File: src/rtl/hash_des_param.sv
// Byte-serial rotate/xor/add hash core: absorbs C_in bytes, then runs
// FINAL_ROUNDS length-mixing rounds and presents a held digest.
module hash_des_param #(
  parameter int                  DIGEST_W     = 32,
  parameter int                  LEN_W        = 64,
  parameter int                  ROT          = 5,
  parameter int                  FINAL_ROUNDS = 4,
  parameter logic [DIGEST_W-1:0] IV           = DIGEST_W'(32'h0123_4567)
) (
  input  logic                clk,
  input  logic                rst,
  input  logic                start,
  input  logic [LEN_W-1:0]    C_in,
  input  logic                M_valid,
  input  logic [7:0]          M,
  output logic                M_ready,
  output logic                busy,
  output logic                hash_ready,
  output logic [DIGEST_W-1:0] digest
);

  localparam int RND_W = (FINAL_ROUNDS > 1) ? $clog2(FINAL_ROUNDS) : 1;

  typedef enum logic [1:0] {S_IDLE, S_ABSORB, S_FINAL, S_DONE} state_t;

  state_t              r_state, w_state_nxt;
  logic [DIGEST_W-1:0] r_h;
  logic [LEN_W-1:0]    r_len;
  logic [LEN_W-1:0]    r_cnt;
  logic [RND_W-1:0]    r_rnd;
  logic                r_hash_ready;
  logic [DIGEST_W-1:0] r_digest;

  logic                w_start_ok;
  logic                w_accept;
  logic                w_last_byte;
  logic                w_last_rnd;
  logic [DIGEST_W-1:0] w_h_absorb;
  logic [DIGEST_W-1:0] w_h_final;

  function automatic logic [DIGEST_W-1:0] rotl(input logic [DIGEST_W-1:0] x);
    return (x << ROT) | (x >> (DIGEST_W - ROT));
  endfunction

  assign w_start_ok  = start && (r_state == S_IDLE || r_state == S_DONE);
  assign w_accept    = M_valid && (r_state == S_ABSORB);
  // len is never 0 in ABSORB, so len-1 cannot underflow here
  assign w_last_byte = (r_cnt == r_len - LEN_W'(1));
  assign w_last_rnd  = (r_rnd == RND_W'(FINAL_ROUNDS - 1));
  assign w_h_absorb  = rotl(r_h ^ {{(DIGEST_W-8){1'b0}}, M}) + DIGEST_W'(r_cnt);
  assign w_h_final   = rotl(r_h) ^ DIGEST_W'(r_len);

  // state register
  always_ff @(posedge clk) begin
    if (rst) r_state <= S_IDLE;
    else     r_state <= w_state_nxt;
  end

  // next-state logic
  always_comb begin
    w_state_nxt = r_state;
    case (r_state)
      S_IDLE, S_DONE:
        if (start) w_state_nxt = (C_in == '0) ? S_FINAL : S_ABSORB;
      S_ABSORB:
        if (M_valid && w_last_byte) w_state_nxt = S_FINAL;
      S_FINAL:
        if (w_last_rnd) w_state_nxt = S_DONE;
      default: w_state_nxt = S_IDLE;
    endcase
  end

  // output logic
  always_comb begin
    M_ready = 1'b0;
    busy    = 1'b0;
    case (r_state)
      S_ABSORB: begin M_ready = 1'b1; busy = 1'b1; end
      S_FINAL:  busy = 1'b1;
      default:  ;
    endcase
  end

  assign hash_ready = r_hash_ready;
  assign digest     = r_digest;

  // datapath; rnd holds at its last value so it never passes FINAL_ROUNDS-1
  always_ff @(posedge clk) begin
    if (rst) begin
      r_h          <= IV;
      r_len        <= '0;
      r_cnt        <= '0;
      r_rnd        <= '0;
      r_hash_ready <= 1'b0;
      r_digest     <= '0;
    end else begin
      if (w_start_ok) begin
        r_len        <= C_in;
        r_h          <= IV;
        r_cnt        <= '0;
        r_rnd        <= '0;
        r_hash_ready <= 1'b0;
      end
      if (w_accept) begin
        r_h   <= w_h_absorb;
        r_cnt <= r_cnt + LEN_W'(1);
      end
      if (r_state == S_FINAL) begin
        r_h <= w_h_final;
        if (w_last_rnd) begin
          r_digest     <= w_h_final;
          r_hash_ready <= 1'b1;
        end else begin
          r_rnd <= r_rnd + RND_W'(1);
        end
      end
    end
  end

endmodule

File: config.mk
export PLATFORM = sky130hd
export DESIGN_NAME = hash_des_param
export DESIGN_NICKNAME = d
export VERILOG_FILES = /design/src/rtl/hash_des_param.sv
export SDC_FILE = /design/constraint.sdc
export NUM_CORES = 1
export LEC_CHECK = 0
export BUFFER_PORTS_ARGS = -buffer_cell sky130_fd_sc_hd__buf_2
export CAP_MARGIN = 20
export CORE_ASPECT_RATIO = 0.9
export CORE_MARGIN = 3
export CORE_UTILIZATION = 46
export CTS_CLUSTER_SIZE = 20
export DETAILED_ROUTE_END_ITERATION = 6
export PLACE_DENSITY_LB_ADDON = 0.25
export SLEW_MARGIN = 10
export SYNTH_ARGS = -nofsm -noshare
export SYNTH_HDL_FRONTEND = slang
export SYNTH_SLANG_ARGS = --single-unit
File: constraint.sdc
create_clock -name clk -period 3.5 [get_ports clk]
set_input_delay 0.175 -clock clk [delete_from_list [all_inputs] [get_ports clk]]
set_output_delay 0.175 -clock clk [all_outputs]
set_load 0.005 [all_outputs]
==> out/results.tsv, run 1 <==
metric	value	unit
cts_tree	done	
clock_skew	0.0154	ns
synth_top_area_share	32.0	%
ant_nets	0	
io_buffers	110	
cts_inserted_buffers	17	
max_cap_violations	0	
synth_largest_area_cell	dfxtp_1	
clockBufferDepth	2	
fin_crit_sh	97.3	%
fillers	2506	
die_area	0.0288	mm²
synth_cell_types	75	
dp.cells	2018	
vdd_ir_drop_max	690	µV
cts_htree_levels	4	
drc	0	
worstMarginPinSlew	0.918	ns
area_growth_syn_to_layout	17.6	%
drive_gt1_share	15.2	%
via_per_inst	5.94	
crit_type	register to register	
dp_hpwl	30200	µm
grt_overflow	0	
grt_util_met2	42.3	%
ioPinCount	111	
ys_ff_latch	197	
dr.pass1.iters	6	
grt_use_met3	4.94	%
track_usage	27.7	%
n_antenna_cell	0	
die_h	161	µm
cp_max_fo	7	
synth_area	0.0123	mm²
top_usage_layer	met2	
core_area	0.0262	mm²
routabilityCongestion	0.926	
clock_latency	0.46	ns
path_clk_slew	0.09	ns
grt_start_max_net_pins	115	
syn_avg_cell_area	7.70	µm²
finalSetupTns	0	ns
die_w	178	µm
rows	56	
cp-start-kind	register	
fin_cells	2095	
grt_pass1_wl	62500	µm
seq_area_frac_synth	32.0	%
yosys_warnings	0	
worst_setup_path_end_kind	register	
timing.fmax	294	MHz
synth_ff_type	dfxtp_1	
status	completed	
antenna_found_initial	0	
setup_viol	0	
drt_iter0_drc	1371	
drt_wl_total	40700	µm
cp.required	3.87	ns
min_period	3.40	ns
numClockSinks	197	
grt_util_met1	39.9	%
netlist_instances	1599	
synth_edf_count	0	
dr_total_vias	12449	
start_util	47.0	%
hp-class	input port to register	
slew_violations	0	
cts-root-buf	clkbuf_16	
hold_viol_final	0	
final_nets	1847	
synthesis.nets	1712	
arrival	3.77	ns
grt_pass1_vias	11301	
power.leakage	5.55	nW
max_slew_margin	38.2	%
p_per_area	620	mW/mm²
yosys-top-cells-area	dfxtp_1, xnor2_1, nand2_1, a21oi_1, nor2_1	
wl_per_cell	19.4	µm
async_flop_share	0	%
routing by layer:
| layer | part of all wire, % | vias to the layer above |
|---|---|---|
| met5 | 0 | - |
| met1 | 46 | 5888 |
| li1 | - | 6009 |
| met2 | 45 | 495 |
| met4 | 2.2 | 0 |
| met3 | 7.4 | 57 |
cell usage in the layout, fill, tap and decap left out, drive strengths merged, types with 7 or more instances in the layout:
cell and n:
nand2 226, o31a 7, and4 8, mux2i 9, a221oi 7, nand3 67
inv 26, and3 18, a211oi 45, a31oi 14, nor4b 7, dlygate4sd3 40
nor2 147, or2 21, nand4 20, clkbuf 17, a21oi 151, dfxtp 197
o211ai 22, nand2b 18, a311oi 8, xor2 52, xnor2 100, o21a 19
o21ai 44, a21o 14, o22ai 9, ha 36, nor2b 25, or3 19
mux2 9, and2 9, nor3 40, buf 175, or4 9, nor4 40
sequential cells by signal, indices dropped and copies added (netlist names):
signal / cells
r_cnt: 64
r_rnd: 2
digest: 32
r_state: 2
hash_ready: 1
r_h: 32
r_len: 64
where the power goes:
part | internal (mW) | total (mW) | switching (mW)
Clock | 1.02 | 2.03 | 1.01
Combinational | 1.56 | 4.09 | 2.53
Sequential | 2.51 | 2.86 | 0.357
worst paths after layout:
path	from	end	slack, ns	depth (start not counted)
worst max-delay path	r_len[40]	r_state[1]	0.1	10
worst min-delay path	C_in[18]	r_len[18]	0.01	3
worst max register to register	r_len[40]	r_state[1]	0.1	10
worst min register to register	r_len[63]	r_len[63]	0.47	2
Yosys cell counts, drive strengths merged (16+ instances only):
cell / n
xor2: 52
o21a: 19
o211ai: 22
nor2b: 25
or3: 19
nor4: 40
buf: 20
clkbuf: 79
nand3: 67
a21oi: 151
and3: 18
nor3: 40
dfxtp: 197
nand2: 226
or2: 21
ha: 36
inv: 16
o21ai: 44
nand2b: 18
nand4: 20
a211oi: 45
xnor2: 100
nor2: 147
stage by stage:
stage               hold WS, ns  area (µm²)  setup slack (ns)  util, %  power [mW]
global placement          0.432       13400            0.0427     51.1        6.72
CTS                     0.00152       14400           0.00312     54.9        8.82
detailed placement        0.436       13400           0.00310     51.1        6.76
global route             0.0141       14500          -0.00833     55.3        9.45
finish                   0.0133       14500            0.0960     55.3        8.98
floorplan                 0.311       12300             0.413        -        5.50
logic make-up after synthesis:
group	count (synthesis)	synth area share, %
simple gates	694	28.0
compound gates	386	20.0
flops	197	32.0
xor+xnor	152	10.8
buf+inv	115	3.74
fa+ha+maj	37	3.82
mux	18	1.59
critical path, cell delays in order, from the launching register on:
cell      delay (ns)
dfxtp_1         0.40
or4_1           0.62
or3_1           0.46
and3b_1         0.35
nand3_1         0.28
nor3_1          0.26
xnor2_1         0.17
nand3_1         0.15
nor4_4          0.31
nor3_1          0.10
a211oi_2        0.21
final cells by class:
cell class	count	area (µm²)	area share, %
multi-input combinational	1287	7990	55.1
sequential	197	3940	27.2
timing repair buffer	215	1470	10.2
tap	348	435	3.01
clock buffer	17	425	2.94
clock inverter	15	160	1.11
inverter	16	60.1	0.415
repair_timing:
item / CTS / global route
hold endpoints to repair: 40 / 0
endpoints found under the setup margin: 0 / 9
gates resized for setup: 0 / 17
setup buffers: 0 / 5
hold buffers: 40 / 0
Power figures use the tool's default switching activity.
==> inputs of run 2 (changes only) <==
- RECOVER_POWER: not set -> 25
==> run 2 against run 1 <==
  * The run now ends with DRC left
  * Largest power group unchanged
  * Critical path depth did not move
  * Non-clock buffer count is the same
  * Setup slack improved by 0.0027 ns
  * Count of clock-buffer cells in the layout did not move
  * Global-route usage did not move
  * Critical endpoint is now r_state[0]
  * Fmax barely moved
  * Clock power hardly changed
  * Flip-flop and latch count is the same
  * Largest cell class unchanged
  * Routed wire length fell by 0.13%
==> out/results.tsv, run 2 (synthesis gave the netlist of run 1 again) <==
metric	value	unit	change
status	finished, violations left		
violations	DRC		
start_util	47.0	%	unchanged
layout_commonest_cell	nand2_1		
startpoint	r_len[40]		
p_per_area	620	mW/mm²	about the same
fin_crit_sh	97.2	%	about the same
rows	56		unchanged
cts_htree_levels	4		unchanged
drt_wl_total	40600	µm	-0.13%
grt_pass1_vias	11301		unchanged
wl_per_cell	19.4	µm	-0.13%
worstMarginPinSlew	1.44	ns	+0.521 ns
cp_max_fo	7		unchanged
power	8.96	mW	-0.15%
n_antenna_cell	0		unchanged
worst_setup_path_end_kind	register		
regToRegStartpoint	r_len[40]		
min_period	3.40	ns	-0.00266 ns
largestRegisters	r_cnt: 64 flops, r_len: 64 flops		
area_growth_syn_to_layout	17.4	%	
fin_cells	2095		unchanged
cp.required	3.81	ns	-0.06 ns
slew_violations	0		unchanged
track_usage	27.7	%	unchanged
grt_pass1_wl	62500	µm	unchanged
antenna_found_initial	0		unchanged
die_area	0.0288	mm²	unchanged
clock_latency	0.46	ns	about the same
cts_inserted_buffers	17		unchanged
final_area	0.0145	mm²	-0.16%
final_nets	1847		unchanged
hold_viol_final	0		unchanged
max_slew_margin	4.03	%	-34 points
dp_hpwl	30200	µm	unchanged
arrival	3.72	ns	-0.05 ns
die_h	161	µm	unchanged
cp-start-kind	register		
io_buffers	110		unchanged
layout_common_cells	nand2_1, dfxtp_1, a21oi_1		
die_w	178	µm	unchanged
vdd_ir_drop_max	686	µV	-0.64%
cts_tree	done		
ant_nets	0		unchanged
path_clk_slew	0.09	ns	about the same
drive_gt1_share	14.5	%	-0.69 points
setup_viol	0		unchanged
max_cap_violations	0		unchanged
crit_type	register to register		
grt_overflow	0		unchanged
ioPinCount	111		unchanged
timing.fmax	294	MHz	about the same
power.leakage	5.49	nW	-0.94%
numClockSinks	197		unchanged
clock_skew	0.0179	ns	+0.00257 ns
cts-root-buf	clkbuf_16		
via_per_inst	5.95		+0.17%
dr.pass1.iters	7		+1
drt_iter0_drc	1401		+2.2%
dr_total_vias	12470		+0.17%
routabilityCongestion	0.926		unchanged
drc	1		+1
clockBufferDepth	2		unchanged
place_area	0.0134	mm²	unchanged
grt_start_max_net_pins	115		unchanged
core_area	0.0262	mm²	unchanged
dp.cells	2018		unchanged
hp-start	C_in[18]		
hp-class	input port to register		
==> run 2: metrics by stage <==
stage | hold WS, ns | setup slack (ns) | utilization, % | setup TNS, ns
after detailed placement | 0.436 | 0.00310 | 51.1 | 0
after CTS | 0.00152 | 0.00312 | 54.9 | 0
after global routing | 0.0141 | -0.00833 | 55.2 | -0.00833
final | 0.0135 | 0.0987 | 55.2 | 0
after floorplan | 0.311 | 0.413 | - | 0
after global placement | 0.432 | 0.0427 | 51.1 | 0
==> run 2: area by class of cell <==
cell class	instances	area (µm²)
Multi-Input combinational cell	1287	7980
Fill cell	2514	11700
Clock buffer	17	425
Tap cell	348	435
Inverter	16	60.1
Clock inverter	15	160
Sequential cell	197	3940
Timing Repair Buffer	215	1450
==> run 2: critical path, stage by stage, from the launching register on <==
cell     delay [ns]
dfxtp_1        0.39
or4_1          0.62
or3_1          0.46
and3b_1        0.35
nand3_1        0.28
nor3_1         0.26
xnor2_1        0.17
nand3_1        0.15
nor4_4         0.31
or2_2          0.19
o31ai_1        0.07
==> run 2: final timing paths <==
check	endpoint	slack, ns	cells after the start
hold / removal	r_len[18]	0.01	3
hold reg to reg	r_len[63]	0.47	2
setup reg to reg	r_state[0]	0.1	10
setup / recovery	r_state[0]	0.1	10
==> run 2: per-layer routing <==
layer / track usage, % / up-vias / part of all wire, %
met1: 39.9 / 5886 / 45
li1: - / 6008 / -
met2: 42.3 / 514 / 44
met5: 0 / - / 0
met4: 7.86 / 0 / 2.4
met3: 4.94 / 62 / 8.0
==> run 2: timing repair <==
action | in CTS | in global routing
hold buffers | 40 | 0
hold endpoints to repair | 40 | 0
setup endpoints to repair | 0 | 9
buffers inserted | 0 | 5
gates resized for setup | 0 | 17
==> run 2: report_power, final <==
group / internal, mW / total, mW / switching, mW
Clock: 1.02 / 2.03 / 1.01
Combinational: 1.55 / 4.07 / 2.52
Sequential: 2.51 / 2.86 / 0.355
==> inputs of run 3 (changes only) <==
- PLACE_DENSITY_LB_ADDON: 0.25 -> 0.12
- SETUP_SLACK_MARGIN: not set -> 0.02
- SLEW_MARGIN: 10 -> not set
==> run 3 against run 2 <==
  * Sequential share of layout area fell by 0.15 points
  * Via count fell by 0.27%
  * The run now ends clean
  * Combinational power rose by 2%
  * Flip-flop and latch count did not move
  * Count of clock-buffer cells in the layout did not move
  * Final cell count rose by 0.67%
  * Clock power barely moved
  * First-iteration DRC count fell by 24%
  * Total power rose by 1.2%
  * Routed wire length rose by 1.5%
  * Fmax barely moved
  * Critical path depth rose by 1
  * Highest routed layer is now met5
  * Critical endpoint is now r_state[1]
==> out/results.tsv, run 3 (synthesis gave the netlist of run 1 again) <==
metric	value	unit	change
grt_overflow	0		unchanged
ioPinCount	111		unchanged
max_slew_margin	1.84	%	-2.2 points
hp-class	input port to register		
combPwrFrac	45.7	%	+0.3 points
cts-root-buf	clkbuf_16		
setup_ws	0.0953	ns	-0.00340 ns
cp.required	3.82	ns	about the same
routabilityCongestion	0.967		+4.5%
cts_inserted_buffers	17		unchanged
p_sw_share	42.7	%	-0.59 points
power.share.clock	22.7	%	about the same
endpoint	r_state[1]		
power.internal	5.19	mW	+2.2%
timing.fmax	294	MHz	about the same
dr.pass1.iters	6		-1
cts_htree_levels	4		unchanged
grt_pass1_vias	11603		+2.7%
cp-start-kind	register		
drt_iter0_drc	1058		-24%
largestRegisters	r_cnt: 64 flops, r_len: 64 flops		
p_switching	3.88	mW	-0.21%
dr_total_vias	12436		-0.27%
clock_latency	0.46	ns	about the same
cts_tree	done		
layout_commonest_cell	nand2_1		
min_period	3.40	ns	+0.00340 ns
clock_skew	0.0148	ns	-0.00312 ns
grt_start_max_net_pins	95		-17%
cp_max_fo	7		unchanged
antenna_found_initial	1		+1
path_clk_slew	0.07	ns	-0.02 ns
regToRegStartpoint	r_len[7]		
drive_gt1_share	15.0	%	+0.51 points
vdd_ir_drop_max	437	µV	-36%
die_h	161	µm	unchanged
final_nets	1861		+0.76%
max_cap_violations	0		unchanged
p_per_area	622	mW/mm²	+0.40%
grt_pass1_wl	63500	µm	+1.6%
start_util	47.0	%	unchanged
place_ws	0.0781	ns	+0.0750 ns
clockBufferDepth	2		unchanged
ant_nets	0		unchanged
status	completed		
crit_type	register to register		
r2r-end	r_state[1]		
via_per_inst	5.90		-0.93%
numClockSinks	197		unchanged
r2r_setup_slack	0.1	ns	about the same
die_area	0.0288	mm²	unchanged
startpoint	r_len[7]		
drt_wl_total	41200	µm	+1.5%
track_usage	28.2	%	+0.51 points
rows	56		unchanged
hold_viol_final	0		unchanged
die_w	178	µm	unchanged
dp_hpwl	30500	µm	+1.0%
worst_setup_path_end_kind	register		
layout_common_cells	nand2_1, dfxtp_1, a21oi_1		
worstMarginPinSlew	1.47	ns	+0.0329 ns
seq_power_share	31.6	%	-0.3 points
slew_violations	0		unchanged
core_area	0.0262	mm²	unchanged
area_growth_syn_to_layout	18.3	%	
n_antenna_cell	0		unchanged
wl_per_cell	19.5	µm	+0.84%
io_buffers	110		unchanged
fin_crit_sh	97.3	%	+0.097 points
reg2reg_depth	11		+1
finalSetupTns	0	ns	unchanged
setup_viol	0		unchanged
drc	0		-1
power.leakage	5.55	nW	+0.98%
arrival	3.72	ns	about the same
-- run 3: worst min-delay path by stage --
stage	start	endpoint	slack, ns	depth (start not counted)
final	C_in[10]	r_len[10]	0.02	3
after global routing	C_in[23]	r_len[23]	0.01	3
after CTS	C_in[40]	r_len[40]	0.004	3
after detailed placement	C_in[49]	r_len[49]	0.43	3
after global placement	C_in[58]	r_len[58]	0.43	3
after floorplan	C_in[17]	r_len[17]	0.31	2
-- run 3: layout make-up --
| class | count | area (µm²) |
|---|---|---|
| multi-input combinational | 1287 | 8000 |
| sequential | 197 | 3950 |
| inverter | 16 | 60.1 |
| tap | 348 | 435 |
| fill | 2539 | 11600 |
| timing repair buffer | 229 | 1530 |
| clock inverter | 15 | 164 |
| clock buffer | 17 | 425 |
-- run 3: worst max-delay path: stages (launching register included) --
cell,delay (ns)
dfxtp_4,0.38
nor4_4,0.25
buf_4,0.20
nand4b_4,0.13
or4_4,0.52
mux2_4,0.31
a211o_1,0.30
nor4_2,0.33
nand4_1,0.20
nor4_4,0.40
or2_4,0.19
a211oi_2,0.05
-- run 3: power by group through the flow --
stage	registers [mW]	logic, mW	clock network, mW
after detailed placement	2.89	3.90	0
final	2.86	4.15	2.05
after CTS	2.84	3.96	2.08
after floorplan	2.75	2.75	0
after global placement	2.89	3.88	0
after global routing	2.89	4.51	2.17
-- run 3: timing repair --
| action | in CTS | in global routing |
|---|---|---|
| setup buffers | 0 | 10 |
| endpoints found under the hold margin | 42 | 0 |
| hold buffers | 42 | 0 |
| resized for setup | 0 | 24 |
| endpoints found under the setup margin | 0 | 8 |
-- run 3: per-stage QoR --
| step | hold WS, ns | cell area (µm²) | utilization, % | instances | power [mW] |
|---|---|---|---|---|---|
| floorplan | 0.311 | 12300 | - | 1599 | 5.50 |
| global placement | 0.427 | 13400 | 51.2 | 2025 | 6.76 |
| detailed placement | 0.434 | 13400 | 51.2 | 2025 | 6.80 |
| CTS | 0.00391 | 14400 | 55.1 | 2099 | 8.89 |
| global route | 0.0137 | 14600 | 55.6 | 2109 | 9.57 |
| finish | 0.0153 | 14600 | 55.6 | 2109 | 9.07 |
-- run 3: metal layers --
metal	wire [µm]	GRT usage, %	share of wire, %
met1	18800	39.5	46
met2	18200	42.3	44
met3	3000	6.75	7.3
met4	1190	9.77	2.9
met5	13	0	0.032
